<file path="src/rtl/vga_scroll_pattern_gen.sv">
// vga_scroll_pattern_gen: multi-mode scrolling VGA test pattern with registered, sync-matched output.
// Define PATTERN_NOISE_EN to replace the mode-3 solid colour with a per-frame LFSR noise field.
module vga_scroll_pattern_gen #(
    parameter int COLOR_BITS = 2,
    parameter int XW         = 10,
    parameter int YW         = 10,
    parameter int BAR_SHIFT  = 5,
    parameter int CHK_SHIFT  = 4,
    parameter bit HSYNC_POL  = 1'b1,
    parameter bit VSYNC_POL  = 1'b1
) (
    input  logic                    clk,
    input  logic                    reset,
    input  logic [XW-1:0]           hpos,
    input  logic [YW-1:0]           vpos,
    input  logic                    display_on,
    input  logic                    hsync_in,
    input  logic                    vsync_in,
    input  logic [1:0]              mode,
    input  logic [3:0]              speed,
    input  logic                    dir,
    input  logic                    pause,
    input  logic [3*COLOR_BITS-1:0] solid_rgb,
    output logic [COLOR_BITS-1:0]   r_out,
    output logic [COLOR_BITS-1:0]   g_out,
    output logic [COLOR_BITS-1:0]   b_out,
    output logic                    hsync_out,
    output logic                    vsync_out,
    output logic [XW-1:0]           scroll_pos,
    output logic [15:0]             frame_cnt
);
    localparam int CB = COLOR_BITS;

    logic            vs_q;
    logic            frame_tick;
    logic [1:0]      mode_q;
    logic [XW-1:0]   step;
    logic [XW-1:0]   mx;
    logic [XW-1:0]   d;
    logic            c;
    logic [3*CB-1:0] bars;
    logic [3*CB-1:0] chk;
    logic [3*CB-1:0] diag;
    logic [3*CB-1:0] solid;
    logic [3*CB-1:0] pix;

    // Frames are found by edge-detecting vsync in the pixel clock domain.
    assign frame_tick = (vsync_in == VSYNC_POL) && !vs_q;
    assign step       = XW'(speed);

`ifdef PATTERN_NOISE_EN
    logic [15:0] lfsr;

    // Re-seeding every frame makes the noise field identical frame to frame.
    always_ff @(posedge clk) begin
        if (reset)
            lfsr <= 16'hACE1;
        else if (frame_tick)
            lfsr <= 16'hACE1;
        else if (display_on)
            lfsr <= {lfsr[14:0], lfsr[15] ^ lfsr[13] ^ lfsr[12] ^ lfsr[10]};
    end

    assign solid = {lfsr[0+:CB], lfsr[4+:CB], lfsr[8+:CB]};
`else
    assign solid = solid_rgb;
`endif

    always_comb begin
        mx   = hpos + scroll_pos;
        d    = mx + XW'(vpos);
        c    = mx[CHK_SHIFT] ^ vpos[CHK_SHIFT];
        bars = {{CB{mx[BAR_SHIFT]}}, {CB{mx[BAR_SHIFT+1]}}, {CB{mx[BAR_SHIFT+2]}}};
        chk  = {3*CB{c}};
        diag = {d[CHK_SHIFT+:CB], d[CHK_SHIFT+1+:CB], d[CHK_SHIFT+2+:CB]};
        pix  = !display_on  ? '0   :
               mode_q == 2'd0 ? bars :
               mode_q == 2'd1 ? chk  :
               mode_q == 2'd2 ? diag : solid;
    end

    always_ff @(posedge clk) begin
        if (reset) begin
            vs_q       <= 1'b0;
            mode_q     <= 2'd0;
            scroll_pos <= '0;
            frame_cnt  <= '0;
            {r_out, g_out, b_out} <= '0;
            hsync_out  <= ~HSYNC_POL;
            vsync_out  <= ~VSYNC_POL;
        end else begin
            vs_q       <= (vsync_in == VSYNC_POL);
            {r_out, g_out, b_out} <= pix;
            hsync_out  <= hsync_in;
            vsync_out  <= vsync_in;
            if (frame_tick) begin
                frame_cnt <= frame_cnt + 16'd1;
                mode_q    <= mode;
                if (!pause)
                    scroll_pos <= dir ? scroll_pos - step : scroll_pos + step;
            end
        end
    end
endmodule

</file>
<file path="config.mk">
export PLATFORM = sky130hd
export DESIGN_NAME = vga_scroll_pattern_gen
export DESIGN_NICKNAME = d
export VERILOG_FILES = /design/src/rtl/vga_scroll_pattern_gen.sv
export SDC_FILE = /design/constraint.sdc
export NUM_CORES = 1
export LEC_CHECK = 0
export CAP_MARGIN = 20
export CORE_ASPECT_RATIO = 1.1
export CORE_MARGIN = 4
export CORE_UTILIZATION = 48
export DETAILED_ROUTE_END_ITERATION = 7
export PLACE_DENSITY = 0.81
export SKIP_LAST_GASP = 1
export SYNTH_ARGS = -nofsm -noshare
export SYNTH_HDL_FRONTEND = slang
export SYNTH_SLANG_ARGS = --single-unit
</file>
<file path="constraint.sdc">
create_clock -name clk -period 3.3 [get_ports clk]
set_input_delay 0.33 -clock clk [delete_from_list [all_inputs] [get_ports clk]]
set_output_delay 0.33 -clock clk [all_outputs]
set_load 0.01 [all_outputs]
</file>
==> impl_metrics.env <==
export IMPL_start_util_pct=49.9
export IMPL_fmax_mhz=321
export IMPL_synthMuxAreaShare_pct=3.29
export IMPL_internal_power_uw=878
export IMPL_netlist_cell_type_count=49
export IMPL_pwr_share_comb_pct=37.2
export IMPL_ys_ff_latch=36
export IMPL_cp_num_buf_inv=2
export IMPL_netlist_instances=296
export IMPL_io_pins=73
export IMPL_port_buffers=68
export IMPL_sequentialPowerShare_pct=37.6
export IMPL_cts_clk_slew_worst_paths_ns=0.07
export IMPL_insertion_delay_ns=0.28
export IMPL_max_stage_delay_ns=0.40
export IMPL_gr_total_overflow=0
export IMPL_gr_usage_all_layers_pct=18.4
export IMPL_htree_levels=2
export IMPL_antenna_diode_count=0
export IMPL_synth_top_family_by_area="compound AO/OA/AOI/OAI gates"
export IMPL_crit_required_ns=3.47
export IMPL_end_kind="register"
export IMPL_synth_nets=363
export IMPL_routed_wl_um=5910
export IMPL_cts_buffers=5
export IMPL_finalHoldViolCount=0
export IMPL_synthXorXnorAreaFrac_pct=10.5
export IMPL_ir_drop_mv=0.184
export IMPL_die_y_um=83.9
export IMPL_antenna_found_initial=0
export IMPL_cts_max_path_buffers=2
export IMPL_max_slew_worst_pin_slew_ns=0.737
export IMPL_crit_chain="clkdlybuf4s50_1 -> ha_1 -> fa_2 -> buf_4 -> a21o_1 -> a211oi_1 -> nor2_1 -> ha_1 -> a21o_1 -> a21oi_2 -> nand3_1 -> a21oi_2 -> nor2_1 -> a2111oi_1"
export IMPL_drive_above_1_share_pct=10.3
export IMPL_ant_nets=0
export IMPL_cp_max_fo=2
export IMPL_relSlewSlack_pct=50.7
export IMPL_yosys_warnings=0
export IMPL_hold_buffers=0
export IMPL_powerDensity_nw_per_um2=366
export IMPL_p_leak_uw=0.00142
export IMPL_hold_path_class="reg -> reg"
export IMPL_place_congestion=0.835
export IMPL_ys_seq_area_share_pct=28.7
export IMPL_cts_root_buffer="clkbuf_8"
export IMPL_drv_cap=0
export IMPL_dr_wl_met3_um=274
export IMPL_routed_via_density=5.49
export IMPL_place_hpwl_um=4700
export IMPL_slew_violations=0
export IMPL_topRoutingLayerUsed="met4"
export IMPL_synth_top_area_share_pct=28.7
export IMPL_synth_edf_count=0
export IMPL_yosysTopAreaCell="dfxtp_1"
export IMPL_die_w_um=77.0
export IMPL_wl_met1_um=2630
export IMPL_synthSimpleGateAreaFrac_pct=19.7
export IMPL_p_sw_uw=394
export IMPL_syn_area_sq_um=2510
export IMPL_grt_max_degree=22
export IMPL_setup_tns_ns=0
export IMPL_drc_errors=0
export IMPL_outcome="complete, no violations"
export IMPL_synth_area_leaders="dfxtp_1 29%, ha_1 13%, xor2_1 6.3%"
export IMPL_row_count=27
export IMPL_setup_viol=0
export IMPL_start_kind="primary input"
export IMPL_cp_top_family="compound AO/OA/AOI/OAI gates"
export IMPL_period_minus_slack_ns=3.11
export IMPL_synthFlopType="dfxtp_1"
export IMPL_wl_per_cell_um=13.5
export IMPL_synth_compound_area_share_pct=20.0
export IMPL_grt_pass1_wl_um=9980
export IMPL_async_flop_share_pct=0
export IMPL_power_share_clock_pct=25.2
export IMPL_path_class="in -> reg"
export IMPL_final_util_pct=69.1
export IMPL_wl_met2_um=2950
export IMPL_fin_hold_ws_ns=0.519
export IMPL_core_area_sq_um=5030
export IMPL_crit_slowest_cell="clkdlybuf4s50_1"
export IMPL_finClkSkew_ns=0.00223
export IMPL_finalNetCount=446
export IMPL_drtIter0Drc=73
export IMPL_clock_sinks=36
export IMPL_fin_cells=438
export IMPL_sw_frac_of_total_pct=31.0
export IMPL_die_area_sq_um=6450
export IMPL_synthAdderAreaFrac_pct=14.5
export IMPL_vias=2404
export IMPL_dp_cells=429
export IMPL_dr_pass1_iters=4
export IMPL_synth_area_per_cell_sq_um=8.48
export IMPL_cts_tree="built"
export IMPL_arrival_ns=3.28
export IMPL_area_delta_synth_final_pct=38.4
export IMPL_grt_pass1_vias=2349
export IMPL_period_share_pct=94.3
==> flip-flops by register name (all words and copies together), names as in the netlist <==
signal	flops
g_out	2
scroll_pos	10
frame_cnt	16
mode_q	2
r_out	2
vs_q	1
hsync_out	1
b_out	2
==> power groups by stage <==
| stage | clock [uW] | combinational [uW] | sequential [uW] |
|---|---|---|---|
| 2_1_floorplan | 0 | 277 | 490 |
| 3_3_place_gp | 0 | 444 | 488 |
| 3_5_place_dp | 0 | 455 | 488 |
| 4_1_cts | 333 | 459 | 479 |
| 5_1_grt | 347 | 524 | 482 |
| 6_report | 321 | 473 | 478 |
==> final timing paths <==
| path | startpoint | to | slack [ns] | cells past startpoint |
|---|---|---|---|---|
| worst max-delay path | hpos[0] | b_out[0]$_SDFF_PP0_ | 0.19 | 14 |
| worst min-delay path | scroll_pos[4]$_SDFFE_PP0P_ | scroll_pos[4]$_SDFFE_PP0P_ | 0.52 | 2 |
| worst max register to register | scroll_pos[0]$_SDFFE_PP0P_ | b_out[0]$_SDFF_PP0_ | 0.30 | 13 |
| worst min register to register | scroll_pos[4]$_SDFFE_PP0P_ | scroll_pos[4]$_SDFFE_PP0P_ | 0.52 | 2 |
==> metrics by stage <==
stage               total power (uW)  setup WS [ns]  area, sq um
floorplan                        767          0.269         2510
global placement                 932         -0.149         3350
detailed placement               943         -0.268         3350
CTS                             1270         0.0242         3450
global route                    1350       -0.00977         3480
finish                          1270          0.188         3480
==> cells in the final DEF, fill, tap and decap left out, types with 3 or more instances in the layout <==
| cell type | n |
|---|---|
| nor2_1 | 35 |
| xor2_1 | 18 |
| xnor2_1 | 12 |
| mux2i_1 | 6 |
| and3_1 | 3 |
| clkbuf_8 | 6 |
| nand4_1 | 5 |
| inv_1 | 10 |
| nand2_1 | 21 |
| nand3_1 | 8 |
| nor2b_1 | 6 |
| a21oi_1 | 22 |
| dfxtp_1 | 36 |
| a211oi_1 | 6 |
| o21ai_1 | 5 |
| ha_1 | 25 |
| nand2b_1 | 5 |
| clkdlybuf4s50_1 | 68 |
| a21o_1 | 8 |
| buf_4 | 19 |
| o21a_1 | 6 |
| nor3_1 | 3 |
| nor3b_1 | 3 |
| o21ai_0 | 5 |
==> area by class of cell <==
| class | instances | area (sq um) |
|---|---|---|
| well taps | 58 | 72.6 |
| clock inverters | 1 | 7.51 |
| repair buffers | 87 | 823 |
| inverters | 10 | 37.5 |
| clock buffers | 7 | 86.3 |
| multi-input cells | 239 | 1730 |
| flip-flops and latches | 36 | 721 |
| fillers | 418 | 1560 |
==> per-layer routing <==
| layer | vias up | track usage [%] |
|---|---|---|
| li1 | 1236 | - |
| met1 | 1106 | 22.0 |
| met2 | 55 | 33.4 |
| met3 | 7 | 3.35 |
| met4 | 0 | 4.94 |
| met5 | - | 0 |
==> worst min-delay path: cells and delay by family, from the launching register on <==
family | cells | cell delay [ns]
flip-flops | 1 | 0.35
AO/OA/AOI/OAI | 1 | 0.05
AND/OR/NAND/NOR | 1 | 0.07
==> repair_timing <==
action | 4_1_cts | 5_1_grt
setup buffers | 0 | 1
resized for setup | 0 | 7
endpoints found under the setup margin | 0 | 2
==> cell usage after synthesis (2+ instances only) <==
cell	number
nand3b_1	2
a21oi_1	24
nor3_1	3
clkbuf_1	8
nand3_1	8
or3_1	2
a21o_1	8
nor3b_1	3
o21ai_0	6
a211oi_1	7
and3_1	3
nor2b_1	7
a31oi_1	2
inv_1	10
nand2_1	21
buf_2	3
or2_2	2
nor2_1	35
xor2_1	18
fa_1	2
o21a_1	6
nand2b_1	5
ha_1	26
xnor2_1	12
o21ai_1	4
nand4b_1	2
dfxtp_1	36
nand4_1	5
mux2i_1	6
==> logic make-up (layout without fill, tap and decap cells) <==
family          count (synthesis)  in the layout
xor+xnor                       30             30
simple gates                  101            101
flops                          36             36
compound gates                 73             73
fa+ha+maj                      28             28
buf+inv                        21            105
mux                             7              7
No activity file was read; power rests on OpenSTA's default activity.
